**src/rtl/hex_disp_pkg.sv**
```systemverilog
// Shared types and constants for the multiplexed hex display scanner.
package hex_disp_pkg;
  typedef enum logic [1:0] {IDLE, DRIVE, GAP} hd_state_t;

  localparam logic [6:0] SEG_OFF    = 7'h7F;
  localparam int         MAX_DIGITS = 32;

  // All digit enables released (active-low); callers narrow to their width.
  function automatic logic [MAX_DIGITS-1:0] DIG_OFF();
    return '1;
  endfunction
endpackage

```
**src/rtl/decodeur7seg.sv**
```systemverilog
// Hex nibble to active-low 7-segment pattern, bit order {g,f,e,d,c,b,a}.
module decodeur7seg (
  input  logic [3:0] hex,
  output logic [6:0] seg_n
);
  always_comb begin
    seg_n = 7'h7F;
    case (hex)
      4'h0: seg_n = 7'h40;
      4'h1: seg_n = 7'h79;
      4'h2: seg_n = 7'h24;
      4'h3: seg_n = 7'h30;
      4'h4: seg_n = 7'h19;
      4'h5: seg_n = 7'h12;
      4'h6: seg_n = 7'h02;
      4'h7: seg_n = 7'h78;
      4'h8: seg_n = 7'h00;
      4'h9: seg_n = 7'h10;
      4'hA: seg_n = 7'h08;
      4'hB: seg_n = 7'h03;
      4'hC: seg_n = 7'h46;
      4'hD: seg_n = 7'h21;
      4'hE: seg_n = 7'h06;
      4'hF: seg_n = 7'h0E;
      default: seg_n = 7'h7F;
    endcase
  end
endmodule

```
**src/rtl/hex_display_scanner.sv**
```systemverilog
// Time-multiplexed common-anode hex display driver with frame-aligned updates,
// per-slot dead time and optional leading-zero blanking.
module hex_display_scanner
  import hex_disp_pkg::*;
#(
  parameter int NDIGITS = 8,
  parameter int DIV     = 50000,
  parameter int BLANK   = 16
) (
  input  logic                   clk,
  input  logic                   reset_n,
  input  logic                   en,
  input  logic                   lz_blank,
  input  logic                   wr_valid,
  input  logic [4*NDIGITS-1:0]   wr_data,
  output logic                   wr_ready,
  output logic [6:0]             seg_n,
  output logic [NDIGITS-1:0]     dig_n,
  output logic                   frame_done
);
  localparam int IW = (NDIGITS > 1) ? $clog2(NDIGITS) : 1;
  localparam int CW = (DIV > 1) ? $clog2(DIV) : 1;
  localparam int W  = 4 * NDIGITS;
  localparam logic [NDIGITS-1:0] DIG_ALL = NDIGITS'(DIG_OFF());

  hd_state_t          state_q, state_d;
  logic [CW-1:0]      cnt_q, cnt_d;
  logic [IW-1:0]      idx_q, idx_d;
  logic [W-1:0]       active_q, active_d;
  logic [W-1:0]       shadow_q, shadow_d;
  logic               pending_q, pending_d;
  logic               lz_q, lz_d;
  logic [6:0]         seg_q, seg_d;
  logic [NDIGITS-1:0] dig_q, dig_d;
  logic               fd_q, fd_d;

  logic [3:0]         nib;
  logic [6:0]         dec_seg;
  logic [NDIGITS-1:0] lz_mask;
  logic               tail_nz;
  logic               slot_end, frame_end, drive_on;

  assign nib = active_q[{idx_q, 2'b00} +: 4];

  decodeur7seg u_dec (
    .hex   (nib),
    .seg_n (dec_seg)
  );

  // lz_mask[i] is set when nibbles i..NDIGITS-1 are all zero; digit 0 is never masked.
  always_comb begin
    tail_nz = 1'b0;
    lz_mask = '0;
    for (int i = NDIGITS - 1; i > 0; i--) begin
      tail_nz    = tail_nz | (|active_q[4*i +: 4]);
      lz_mask[i] = ~tail_nz;
    end
  end

  assign slot_end  = (state_q == GAP) && (cnt_q == CW'(DIV - 1));
  assign frame_end = en && slot_end && (idx_q == IW'(NDIGITS - 1));
  assign drive_on  = en && (state_q == DRIVE);

  always_comb begin
    state_d   = state_q;
    cnt_d     = cnt_q;
    idx_d     = idx_q;
    lz_d      = lz_q;
    active_d  = active_q;
    shadow_d  = shadow_q;
    pending_d = pending_q;

    if (!en) begin
      state_d = IDLE;
      cnt_d   = '0;
      idx_d   = '0;
    end else begin
      case (state_q)
        IDLE: begin
          state_d = DRIVE;
          cnt_d   = '0;
          idx_d   = '0;
          lz_d    = lz_blank;
        end
        DRIVE: begin
          cnt_d = cnt_q + CW'(1);
          if (cnt_q == CW'(DIV - BLANK - 1)) state_d = GAP;
        end
        GAP: begin
          if (slot_end) begin
            state_d = DRIVE;
            cnt_d   = '0;
            lz_d    = lz_blank;
            idx_d   = frame_end ? '0 : idx_q + IW'(1);
          end else begin
            cnt_d = cnt_q + CW'(1);
          end
        end
        default: state_d = IDLE;
      endcase
    end

    // Commit and accept are mutually exclusive: a commit needs pending, which blocks ready.
    if (frame_end && pending_q) begin
      active_d  = shadow_q;
      pending_d = 1'b0;
    end
    if (wr_valid && !pending_q) begin
      if (state_q == IDLE) begin
        active_d = wr_data;
      end else begin
        shadow_d  = wr_data;
        pending_d = 1'b1;
      end
    end

    seg_d = drive_on ? dec_seg : SEG_OFF;
    dig_d = DIG_ALL;
    if (drive_on && !(lz_q && lz_mask[idx_q])) dig_d[idx_q] = 1'b0;
    fd_d  = frame_end;
  end

  always_ff @(posedge clk or negedge reset_n) begin
    if (!reset_n) begin
      state_q   <= IDLE;
      cnt_q     <= '0;
      idx_q     <= '0;
      lz_q      <= 1'b0;
      active_q  <= '0;
      shadow_q  <= '0;
      pending_q <= 1'b0;
      seg_q     <= SEG_OFF;
      dig_q     <= DIG_ALL;
      fd_q      <= 1'b0;
    end else begin
      state_q   <= state_d;
      cnt_q     <= cnt_d;
      idx_q     <= idx_d;
      lz_q      <= lz_d;
      active_q  <= active_d;
      shadow_q  <= shadow_d;
      pending_q <= pending_d;
      seg_q     <= seg_d;
      dig_q     <= dig_d;
      fd_q      <= fd_d;
    end
  end

  assign wr_ready   = ~pending_q;
  assign seg_n      = seg_q;
  assign dig_n      = dig_q;
  assign frame_done = fd_q;
endmodule

```
**config.mk**
```make
export PLATFORM = sky130hd
export DESIGN_NAME = hex_display_scanner
export DESIGN_NICKNAME = d
export VERILOG_FILES = /design/src/rtl/hex_disp_pkg.sv /design/src/rtl/decodeur7seg.sv /design/src/rtl/hex_display_scanner.sv
export SDC_FILE = /design/constraint.sdc
export NUM_CORES = 1
export LEC_CHECK = 0
export ABC_CLOCK_PERIOD_IN_PS = 3500
export CELL_PAD_IN_SITES_DETAIL_PLACEMENT = 1
export CELL_PAD_IN_SITES_GLOBAL_PLACEMENT = 1
export CORE_ASPECT_RATIO = 0.9
export CORE_MARGIN = 2
export CORE_UTILIZATION = 45
export CTS_BUF_LIST = sky130_fd_sc_hd__clkbuf_16
export DETAILED_ROUTE_END_ITERATION = 10
export PLACE_DENSITY_LB_ADDON = 0.1
export SLEW_MARGIN = 20
export SYNTH_ARGS = -nofsm -noshare
export SYNTH_HDL_FRONTEND = slang
export SYNTH_SLANG_ARGS = --single-unit
```
**constraint.sdc**
```tcl
create_clock -name clk -period 3.5 [get_ports clk]
set_input_delay 0.35 -clock clk [delete_from_list [all_inputs] [get_ports clk]]
set_output_delay 0.35 -clock clk [all_outputs]
set_load 0.02 [all_outputs]
```
==> flow_metrics.tcl <==
set metrics [dict create \
    status "finished, final reports clean" \
    path_max_fanout 19 \
    num-nets-final 555 \
    fp.dieArea_sq_um 12300 \
    core-area_sq_um 11300 \
    track_usage_pct 21.0 \
    wl_met2_mm 5.75 \
    report.power.total_mw 2.74 \
    avgViaCountPerCell 5.55 \
    crit_path_start_kind "flop" \
    cts_setup_buffers 0 \
    clk_pin_slew_ps 70 \
    ys_async_sr_fraction_pct 100 \
    cts.hold.buffers_added 0 \
    critical_path.reg2reg.startpoint "idx_q[2]" \
    worst-endpoint-arrival_ps 3040 \
    tritoncts_num_sinks 103 \
    end_kind "flop" \
    die_h_um 106 \
    dr.pass1.iters 4 \
    floorplan.rows 37 \
    worstHoldPathType "in -> async" \
    path_class "reg -> reg" \
    tritoncts "yes" \
    tritoncts.num_buffers 9 \
    area_delta_synth_final_pct 19.1 \
    netlist_instances 456 \
    number_of_enable_flip_flop_cells_after_synthesis 0 \
    routed-via-count 3697 \
    timing.critical_path.required_ps 3790 \
    die_span_in_x_um 117 \
    synth_nets 506 \
    yosysWarningCount 0 \
    wire_length_of_the_first_global_routing_pass_mm 20.0 \
    synth_seq_area_share_pct 50.3 \
    wl_per_cell_um 17.9 \
    cts_h_tree_lvls 3 \
    hold_viol 0 \
    gp_congestion 0.806 \
    pin_count_of_the_biggest_net_entering_global_routing 55 \
    worst-slew-pin-transition_ps 769 \
    drv_slew 0 \
    postLayoutCoreUtil_pct 54.4 \
    routed_length_on_met3_um 438 \
    antenna_found_initial 0 \
    cts_buffer_depth 2 \
    hold-worst-slack_ps 28.8 \
    wl_mm 11.9 \
    synthesis.area_sq_um 5160 \
    timing.setup.tns_ps 0 \
    post_cts_resize_count 0 \
    synth_ff_type "dfrtp_1" \
    synthesis.area_per_instance_sq_um 11.3 \
    initial_utilization_pct 45.7 \
    placement.io_buffers 53 \
    crit_path_max_delay_family "multiplexers" \
    clock-skew-final_ps 8.75 \
    worst_r2r_path_depth 7 \
    number_of_buffers_and_inverters_on_the_critical_path 1 \
    ir_drop_uv 360 \
    drc 0 \
    top_layer_used_by_detailed_routing "met4" \
    achievable-frequency_ghz 0.364 \
    n_antenna_cell 0 \
    clock_latency_ps 360 \
    drtIter0Drc 143 \
    power_density_nw_per_um2 446 \
    regToRegEndpoint "seg_n[4]" \
    final_period_minus_worst_setup_slack_ps 2750 \
    worstPathCellList "mux4_2, mux2i_1, inv_1, ha_1, nor2b_1, a21oi_1, a21bo_2" \
    post_route_cells_drive_above_1_share_pct 18.6 \
    unrepaired_setup_endpoints_after_global_routing "no" \
    timing.final.setup_violations 0 \
    yosys.cell_types.count 58 \
    cp_slowest_cell "dfrtp_1" \
    timing.max_cap.violations 0 \
    met1_length_mm 5.56 \
    clock_tree.root_cell "clkbuf_16" \
    static_leakage_nw 2.91 \
    detailedPlacementHpwl_mm 8.57 \
    grt_pass1_vias 3916 \
    final_cell_mix "88 x dfrtp_1, 52 x clkdlybuf4s50_1, 50 x nor2_1" \
    min_period_over_period_pct 78.5 \
    grt_overflow_total 0 \
    floorplan.io_pins 54 \
    setup.reg_to_reg.worst_slack_ps 750 \
    postSynthRegisterBits 103 \
    relSlewSlack_pct 48.0 \
    crit_path_max_incr_delay_ps 750 \
    mostFrequentLayoutCell "dfrtp_1" \
    final_antenna_net_count 0 \
]
[cells by family (layout without fill, tap and decap cells)]
logic type,count (synthesis),in the layout,synth area share (%)
AO/OA/AOI/OAI,78,78,9.12
flip-flops,103,103,50.3
XOR/XNOR,8,8,1.36
AND/OR/NAND/NOR,138,138,14.1
multiplexers,86,86,19.2
buffers and inverters,30,84,2.76
adder cells (fa/ha/maj),13,13,3.15
[cell type report]
cell class | instances | area [sq um]
Fill cell | 1228 | 5150
Sequential cell | 103 | 2600
Multi-Input combinational cell | 323 | 2430
Timing Repair Buffer | 61 | 601
Clock buffer | 9 | 225
Tap cell | 156 | 195
Clock inverter | 7 | 70.1
Inverter | 7 | 26.3
[cells in the mapped netlist, drive strengths merged, types with 4 or more instances]
cell type  number  area, sq um
dfrtp          88         2200
mux2           34          383
buf            10         67.6
mux2i          46          473
nand2          22         82.6
nand3          11         60.1
ha             13          163
a21oi          36          180
dfstp          15          394
inv             7         26.3
nor4            8         65.1
nor3            4         20.0
nor3b           4         35.0
and3            9         56.3
mux4            6          135
nor2b           5         31.3
o21ai          11         55.1
clkbuf         13         48.8
a31oi           7         43.8
nand2b          4         25.0
nor2           51          194
xnor2           5         43.8
[how the worst max path moves through the flow]
stage                         from           end  slack [ps]  cells past startpoint
after CTS                 idx_q[2]      seg_n[4]         730                      7
after floorplan           idx_q[2]      seg_n[4]        1050                      9
after global routing      idx_q[2]      seg_n[4]         490                      7
after global placement          en  active_q[28]         810                      7
final                     idx_q[2]      seg_n[4]         750                      7
after detailed placement  idx_q[2]      seg_n[4]         750                      7
[stage by stage]
| step | std cells | cell area [sq um] | setup WS (ps) |
|---|---|---|---|
| 2_1_floorplan | 456 | 5160 | 1050 |
| 3_3_place_gp | 650 | 5850 | 815 |
| 3_5_place_dp | 650 | 5850 | 753 |
| 4_1_cts | 666 | 6140 | 730 |
| 5_1_grt | 666 | 6140 | 493 |
| 6_report | 666 | 6140 | 752 |
[metal layers]
layer	up-vias	GRT usage, %
li1	1737	-
met1	1886	28.7
met2	57	33.2
met3	17	5.58
met4	0	5.71
met5	-	0
[sequential cells by signal, summed over array words and instances (netlist names)]
register / flops
pending_q: 1
shadow_q: 32
active_q: 32
frame_done: 1
cnt_q: 16
seg_n: 7
lz_q: 1
dig_n: 8
idx_q: 3
state_q: 2
[report_power, final]
part	switching, mW	total, mW	internal, mW
Clock	0.458	1.01	0.556
Combinational	0.249	0.431	0.182
Sequential	0.0333	1.30	1.26
Total	0.740	2.74	2.00
No activity file was read; power rests on OpenSTA's default activity.
